`src/rtl/kyber_pkg.sv`:
```
// rtl/kyber_pkg.sv - Kyber modulus and Barrett reduction constants shared by the NTT datapaths
package kyber_pkg;

   localparam int unsigned Q             = 3329;
   localparam int unsigned BARRETT_M     = 5039;
   localparam int unsigned BARRETT_SHIFT = 24;
   localparam int unsigned COEF_W        = 12;
   localparam int unsigned PROD_W        = 2 * COEF_W;

   typedef logic [COEF_W-1:0] coef_t;
   typedef logic [PROD_W-1:0] prod_t;

endpackage

```
`src/rtl/barrett_reduce_pipe.sv`:
```
// rtl/barrett_reduce_pipe.sv - two-stage Barrett reduction of a product below Q*Q into [0, Q)
module barrett_reduce_pipe
   import kyber_pkg::*;
(
   input  logic  clk,
   input  logic  rst,
   input  logic  en,
   input  prod_t p,
   output coef_t r
);

   localparam int unsigned MW = PROD_W + 13;

   logic [MW-1:0] pm;
   coef_t         t_s3;
   prod_t         p_s3;
   prod_t         r_wide;
   prod_t         r_fix;

   // The quotient estimate undershoots by at most one, so a single conditional subtract finishes.
   assign pm     = MW'(p) * MW'(BARRETT_M);
   assign r_wide = p_s3 - prod_t'(t_s3 * Q);
   assign r_fix  = (r_wide >= prod_t'(Q)) ? r_wide - prod_t'(Q) : r_wide;

   // Quotient stage: estimate t = floor(p * M / 2^24) and carry p alongside.
   always_ff @(posedge clk) begin
      if (rst) begin
         t_s3 <= '0;
         p_s3 <= '0;
      end else if (en) begin
         t_s3 <= coef_t'(pm >> BARRETT_SHIFT);
         p_s3 <= p;
      end
   end

   // Correction stage: remainder p - t*Q folded once into [0, Q).
   always_ff @(posedge clk) begin
      if (rst) begin
         r <= '0;
      end else if (en) begin
         r <= coef_t'(r_fix);
      end
   end

endmodule

```
`src/rtl/gs_butterfly_pipe.sv`:
```
// rtl/gs_butterfly_pipe.sv - four-stage Gentleman-Sande butterfly for the Kyber inverse NTT
module gs_butterfly_pipe
   import kyber_pkg::*;
#(
   parameter int DW = 16,
   parameter int TW = 8
) (
   input  logic          clk,
   input  logic          rst,
   input  logic          in_valid,
   output logic          in_ready,
   input  logic [DW-1:0] in_a,
   input  logic [DW-1:0] in_b,
   input  logic [DW-1:0] in_w,
   input  logic [TW-1:0] in_tag,
   output logic          out_valid,
   input  logic          out_ready,
   output logic [DW-1:0] out_a,
   output logic [DW-1:0] out_b,
   output logic [TW-1:0] out_tag
);

   logic          adv;
   logic          v1, v2, v3, v4;
   coef_t         a_c, b_c;
   logic [12:0]   sum_raw, sum_red, diff_raw, diff_fix;
   coef_t         s1_sum, s1_diff, s1_w;
   logic [TW-1:0] s1_tag;
   coef_t         s2_sum;
   prod_t         s2_p;
   logic [TW-1:0] s2_tag;
   coef_t         s3_sum;
   logic [TW-1:0] s3_tag;
   coef_t         s4_sum;
   coef_t         s4_r;
   logic [TW-1:0] s4_tag;
   logic          unused_hi;

   // Whole pipe moves together; it only freezes when a held result is not being taken.
   assign adv       = !v4 || out_ready;
   assign in_ready  = adv;
   assign out_valid = v4;
   assign out_a     = DW'(s4_sum);
   assign out_b     = DW'(s4_r);

   // Operands are 12-bit coefficients; upper bus bits carry nothing.
   assign a_c       = in_a[COEF_W-1:0];
   assign b_c       = in_b[COEF_W-1:0];
   assign unused_hi = ^{in_a[DW-1:COEF_W], in_b[DW-1:COEF_W], in_w[DW-1:COEF_W]};

   assign sum_raw  = 13'(a_c) + 13'(b_c);
   assign sum_red  = (sum_raw >= 13'(Q)) ? sum_raw - 13'(Q) : sum_raw;
   assign diff_raw = 13'(a_c) - 13'(b_c);
   assign diff_fix = diff_raw[12] ? diff_raw + 13'(Q) : diff_raw;

   // Stage valid bits; reset drops every in-flight transaction.
   always_ff @(posedge clk) begin
      if (rst) begin
         v1 <= 1'b0;
         v2 <= 1'b0;
         v3 <= 1'b0;
         v4 <= 1'b0;
      end else if (adv) begin
         v1 <= in_valid;
         v2 <= v1;
         v3 <= v2;
         v4 <= v3;
      end
   end

   // S1: modular sum and difference, capture twiddle and tag.
   always_ff @(posedge clk) begin
      if (rst) begin
         s1_sum  <= '0;
         s1_diff <= '0;
         s1_w    <= '0;
         s1_tag  <= '0;
      end else if (adv) begin
         s1_sum  <= coef_t'(sum_red);
         s1_diff <= coef_t'(diff_fix);
         s1_w    <= in_w[COEF_W-1:0];
         s1_tag  <= in_tag;
      end
   end

   // S2: full 24-bit product of difference and twiddle.
   always_ff @(posedge clk) begin
      if (rst) begin
         s2_sum <= '0;
         s2_p   <= '0;
         s2_tag <= '0;
      end else if (adv) begin
         s2_sum <= s1_sum;
         s2_p   <= prod_t'(s1_diff) * prod_t'(s1_w);
         s2_tag <= s1_tag;
      end
   end

   barrett_reduce_pipe u_barrett (
      .clk (clk),
      .rst (rst),
      .en  (adv),
      .p   (s2_p),
      .r   (s4_r)
   );

   // S3/S4: sum and tag delayed to line up with the reduced product.
   always_ff @(posedge clk) begin
      if (rst) begin
         s3_sum <= '0;
         s3_tag <= '0;
         s4_sum <= '0;
         s4_tag <= '0;
      end else if (adv) begin
         s3_sum <= s2_sum;
         s3_tag <= s2_tag;
         s4_sum <= s3_sum;
         s4_tag <= s3_tag;
      end
   end

   assign out_tag = s4_tag;

endmodule

```
`config.mk`:
```
export PLATFORM = sky130hd
export DESIGN_NAME = gs_butterfly_pipe
export DESIGN_NICKNAME = d
export VERILOG_FILES = /design/src/rtl/kyber_pkg.sv /design/src/rtl/barrett_reduce_pipe.sv /design/src/rtl/gs_butterfly_pipe.sv
export SDC_FILE = /design/constraint.sdc
export NUM_CORES = 1
export LEC_CHECK = 0
export ABC_AREA = 1
export CAP_MARGIN = 20
export CORE_MARGIN = 5
export CORE_UTILIZATION = 63
export DETAILED_ROUTE_END_ITERATION = 10
export MAX_ROUTING_LAYER = met4
export PLACE_DENSITY = 0.83
export SLEW_MARGIN = 25
export SYNTH_ARGS = -nofsm -noshare
export SYNTH_HDL_FRONTEND = slang
export SYNTH_SLANG_ARGS = --single-unit
```
`constraint.sdc`:
```
create_clock -name clk -period 7 [get_ports clk]
set_input_delay 1.4 -clock clk [delete_from_list [all_inputs] [get_ports clk]]
set_output_delay 1.4 -clock clk [all_outputs]
set_load 0.005 [all_outputs]
```
# Yosys cells after proc, flatten, opt, wreduce, memory -nomap -nowiden
# Index checks and enable logic that the tools add are counted.
# Widths: inputs -> output; s select.
[classes] n_addsub=6 mul=3 magnitude_cmp=2 n_mux=3 n_reduce_logical=2
[ops] op="$mul 24x13->36 const B" count=1
[ops] op="$mux 12" count=3
[ops] op="$ge 24x12->1 const B" count=1
[ops] op="$mul 12x12->24" count=1
[ops] op="$mul 12x12->24 const B" count=1
[ops] op="$sub 12x12->12 const B" count=2
[ops] op="$sub 24x24->24" count=1
[ops] op="$add 12x12->13" count=1
[ops] op="$ge 13x12->1 const B" count=1
[ops] op="$sub 12x12->13" count=1
[ops] op="$add 12x12->12 const B" count=1
[ops] op="$logic_not 1->1" count=1
[ops] op="$logic_or 1x1->1" count=1
[totals] regBits=180 inputBits=60 word_cells=34

# Depth between registers and ports, before layout
[logic_depth] word_depth=4 mapped_depth=29 mapped_depth_nobuf=29

# Hierarchy
# A second synthesis with hierarchy kept.
[hier_totals] hier_cells=3098 hier_area_um2=22865.7
[modules_own_cells] module="gs_butterfly_pipe" n_inst=1 cells_each=1594 area_each_um2=11492.3 seq_area_each_um2=2642.5
[modules_own_cells] module="barrett_reduce_pipe" n_inst=1 cells_each=1504 area_each_um2=11373.4 seq_area_each_um2=960.9

# Least setup slack after synthesis
# No wires, ideal clock.
[synth_timing] path_type="reg2reg" from="register s1_w[3]" to="register s2_p[20]" setup_ns=0.114 t_arrival_ns=4.861 path_slack_ns=2.026 path_stages_with_launch=23 cell_sequence="dfxtp_1 clkbuf_1 nand2_1 fa_1 inv_1 fa_1 inv_1 fa_1 inv_1 fa_1 inv_1 fa_1 inv_1 ha_1 nand2_1 nor2_1 a211oi_1 nand3_1 a21oi_1 o21ai_0 xor2_1 o21bai_1 inv_1"
[synth_between] elab_chain_len=1
[synth_rtl] item="from (decl)" line_no="gs_butterfly_pipe.sv:27" source="coef_t s1_sum, s1_diff, s1_w;"
[synth_rtl] item="from (signal assigned)" line_no="gs_butterfly_pipe.sv:81" source="s1_w <= in_w[COEF_W-1:0];"
[synth_rtl] item="$mul 12x12->24" line_no="gs_butterfly_pipe.sv:94" source="s2_p <= prod_t'(s1_diff) * prod_t'(s1_w);"
[synth_rtl] item="to (signal assigned)" line_no="gs_butterfly_pipe.sv:94"
[synth_rtl] item="to (decl)" line_no="gs_butterfly_pipe.sv:30" source="prod_t s2_p;"
# No other way between the ends.
# A chain may end at the register's enable or synchronous reset.

# Final worst setup path
[layout_timing] from="register s1_w[5]" to="register s2_p[21]"
# Same word-level chain as after synthesis.

==> impl_metrics.csv <==
group,metric,value,unit
run_status,status,"complete, no violations",
critical_path,cpMostUsedCell,"inv_1",
placement,place_inst,3532,
synthesis,yosysUniqueCellTypes,45,
grt,grt.total_usage,0.2827,
synthesis,synth_area_leaders,"fa_1 (23%), ha_1 (16%), dfxtp_1 (16%)",
detailed_routing,wl_per_cell,14.80,um
critical_path,crit_fanout,13,
layout,multi_input_area,15950,um^2
layout,syn2layout_area_growth,7.390,%
layout,nFillCells,2891,
cts,hold_buffers,0,
synthesis,synth_top_area_cell,"fa_1",
timing,worst_pin_slew,0.8573,ns
grt,antenna_found_initial,0,
critical_path,crit_family,"adder cells",
cts,cts_max_level,4,
synthesis,synth_ff_type,"dfxtp_1",
layout,register_area,3603,um^2
critical_path,worst_setup_path_end_kind,"flop",
placement,gp_congestion,0.9666,
floorplan,dieArea,39740,um^2
cts,clock_sinks,180,
layout,postLayoutCoreUtil,0.6836,
grt,grt_pass1_wl,89.96,mm
synthesis,yosys_warnings,0,
timing,rsz0062_at_grt,"false",
critical_path,path_cells,"nand2_1 -> fa_1 -> inv_1 -> fa_1 -> fa_1 -> inv_1 -> fa_1 -> inv_1 -> fa_1 -> ha_1 -> a21oi_1 -> o21ai_0 -> a21oi_1 -> inv_1 -> a21oi_1 -> inv_1 -> a21oi_1 -> o21ai_0 -> nand2_1 -> nand2_1 -> o21bai_1 -> inv_1",
detailed_routing,drt_first_iter_violations,1273,
timing,hold_viol,0,
cts,cts_root_buf,"clkbuf_16",
synthesis,synth-seq-cells,180,
run,cap_violations,0,
timing,timing.hold.ws,0.4823,ns
critical_path,critical_path_class,"flop to flop",
detailed_routing,ant_nets,0,
synthesis,ys_seq_area_frac,0.1595,
synthesis,synth.avg_cell_area,7.338,um^2
worst_hold_path,hold_depth,2,
synthesis,async_flop_share,0,
floorplan,die_w,199.3,um
timing,setup_viol_count_final,0,
detailed_routing,dr.pass1.iters,5,
floorplan,rows,69,
layout,n_antenna_cell,0,
worst_hold_path,min_to,"s2_tag[6]",
floorplan,initial_core_util,0.6366,
cts,cts_buffers,17,
layout,layout.nets,3695,
floorplan,coreArea,35480,um^2
critical_path,r2r_start,"s1_w[5]",
critical_path,crit_path_top_delay_cell,"dfxtp_1",
synthesis,synth_mux_area_frac,0,
worst_hold_path,hp-start,"s2_tag[6]",
synthesis,synth_compound_area_frac,0.1018,
cts,clk_pin_slew,0.08,ns
layout,layoutNonFillerInstCount,3564,
worst_hold_path,hold_path_class,"flop to flop",
synthesis,synth.top_cell.area_share,0.2269,
detailed_routing,via_per_inst,5.364,
synthesis,synth-edff-count,0,
timing,slew_headroom,0.4284,
detailed_routing,wl,52.77,mm
cts,cts_resized,0,
critical_path,required,7.34,ns
grt,grt_pass1_vias,19270,
synthesis,synth-simple-area-share,0.1985,
timing,maxSlewViolCount,0,
synthesis,yosys.area_share.xor_xnor,0.01728,
detailed_routing,num_vias,19120,
detailed_routing,drc,0,
grt,grt-ovfl-total,0,
grt,grt_max_degree,98,
synthesis,yosysMostFrequentCell,"inv_1",
critical_path,path_buf_inv,6,
critical_path,r2r-end,"s2_p[21]",
placement,hpwl,42.74,mm
cts,post_cts_buffers,0,
synthesis,synth_common_cells,"inv_1 (688), nand2_1 (564), nor2_1 (293), ha_1 (289), fa_1 (256)",
synthesis,synth_fa_ha_area_frac,0.3870,
cts,clockBufferDepth,2,
timing,fin_skew,0.01756,ns
timing,period_minus_slack,5.581,ns
cts,tritoncts,"built",
floorplan,io_pins,102,
layout,drive_gt1_frac,0.02997,
synthesis,syn_inst,3078,
timing,finalCritPeriodShare,0.7972,
critical_path,rr_worst_depth,22,
floorplan,die_h,199.3,um
timing,tns,0,ns
critical_path,max_stage_delay,0.66,ns
placement,io_buffers,81,
critical_path,ff2ff_setup_slack,1.42,ns
critical_path,cp.arrival,5.93,ns
critical_path,worst_setup_path_start_kind,"flop",
synthesis,synth_area,22590,um^2
cts,clk_latency,0.46,ns
synthesis,synth_top_family_by_area,"adder cells",
timing,max_freq,0.1792,GHz
==> worst max path at each step <==
stage	from	endpoint	slack, ns	depth (start not counted)
after floorplan	s1_w[3]	s2_p[20]	2.03	22
final	s1_w[5]	s2_p[21]	1.42	22
after CTS	s1_w[5]	s2_p[21]	1.52	22
after global placement	s1_diff[4]	s2_p[21]	1.64	22
after global routing	s1_diff[5]	s2_p[21]	1.05	20
after detailed placement	s1_diff[4]	s2_p[21]	1.60	22
==> tightest hold or removal path: cells and delay by family, from the launching register on <==
kind	cells	cell delay [ns]
simple gates	2	0.12
flops	1	0.33
==> layer usage <==
metal | global-route usage | vias to the layer above | wire length, um
met5 | - | - | 0
met4 | 0.07094 | 0 | 1217
met3 | 0.03827 | 84 | 2328
met2 | 0.4905 | 504 | 26410
met1 | 0.3520 | 9044 | 22810
li1 | - | 9484 | -
==> state kept, by name, summed over array words and instances, names as in the netlist, 12 cells and up <==
name	flops
s1_diff	12
s1_sum	12
s1_w	12
s2_p	24
s2_sum	12
s3_sum	12
s4_sum	12
u_barrett.p_s3	24
u_barrett.r	12
u_barrett.t_s3	12
==> through the flow <==
| stage | instance area, um^2 | setup WS (ns) |
|---|---|---|
| after detailed placement | 23620 | 1.596 |
| after global routing | 24260 | 1.046 |
| after floorplan | 22610 | 2.026 |
| after CTS | 24260 | 1.515 |
| after global placement | 23620 | 1.637 |
| final | 24260 | 1.419 |
==> kinds of logic (layout without fill, tap and decap cells) <==
group | Yosys count | after routing
compound gates | 426 | 426
simple gates | 1082 | 1082
buf+inv | 802 | 820
xor+xnor | 42 | 42
fa+ha+maj | 545 | 545
other cells | 1 | 8
flops | 180 | 180
==> cells in the final DEF (no fill, tap or decap), types with 7 or more instances in the layout <==
| master | count |
|---|---|
| nand3b_1 | 7 |
| o21bai_1 | 22 |
| clkbuf_16 | 17 |
| nand2_1 | 564 |
| nor3_1 | 24 |
| nor2_2 | 9 |
| xor2_1 | 26 |
| ha_1 | 289 |
| conb_1 | 8 |
| o221ai_1 | 7 |
| nand2_2 | 11 |
| o211ai_1 | 7 |
| nor2_1 | 292 |
| inv_1 | 687 |
| nand3_1 | 132 |
| inv_2 | 13 |
| fa_1 | 256 |
| o21ai_0 | 217 |
| clkdlybuf4s50_1 | 81 |
| xnor2_1 | 13 |
| a21oi_1 | 143 |
| nand4_1 | 18 |
| dfxtp_1 | 180 |
==> final cells by class <==
class | instances | area share
tap | 461 | 0.02378
clock buffer | 17 | 0.01754
multi-input combinational | 2103 | 0.6576
timing repair buffer | 86 | 0.03497
inverter | 702 | 0.1089
clock inverter | 15 | 0.008614
sequential | 180 | 0.1486
Power is not shown: default switching activity piles up to over one toggle a cycle in this logic, so the estimate is an artifact.
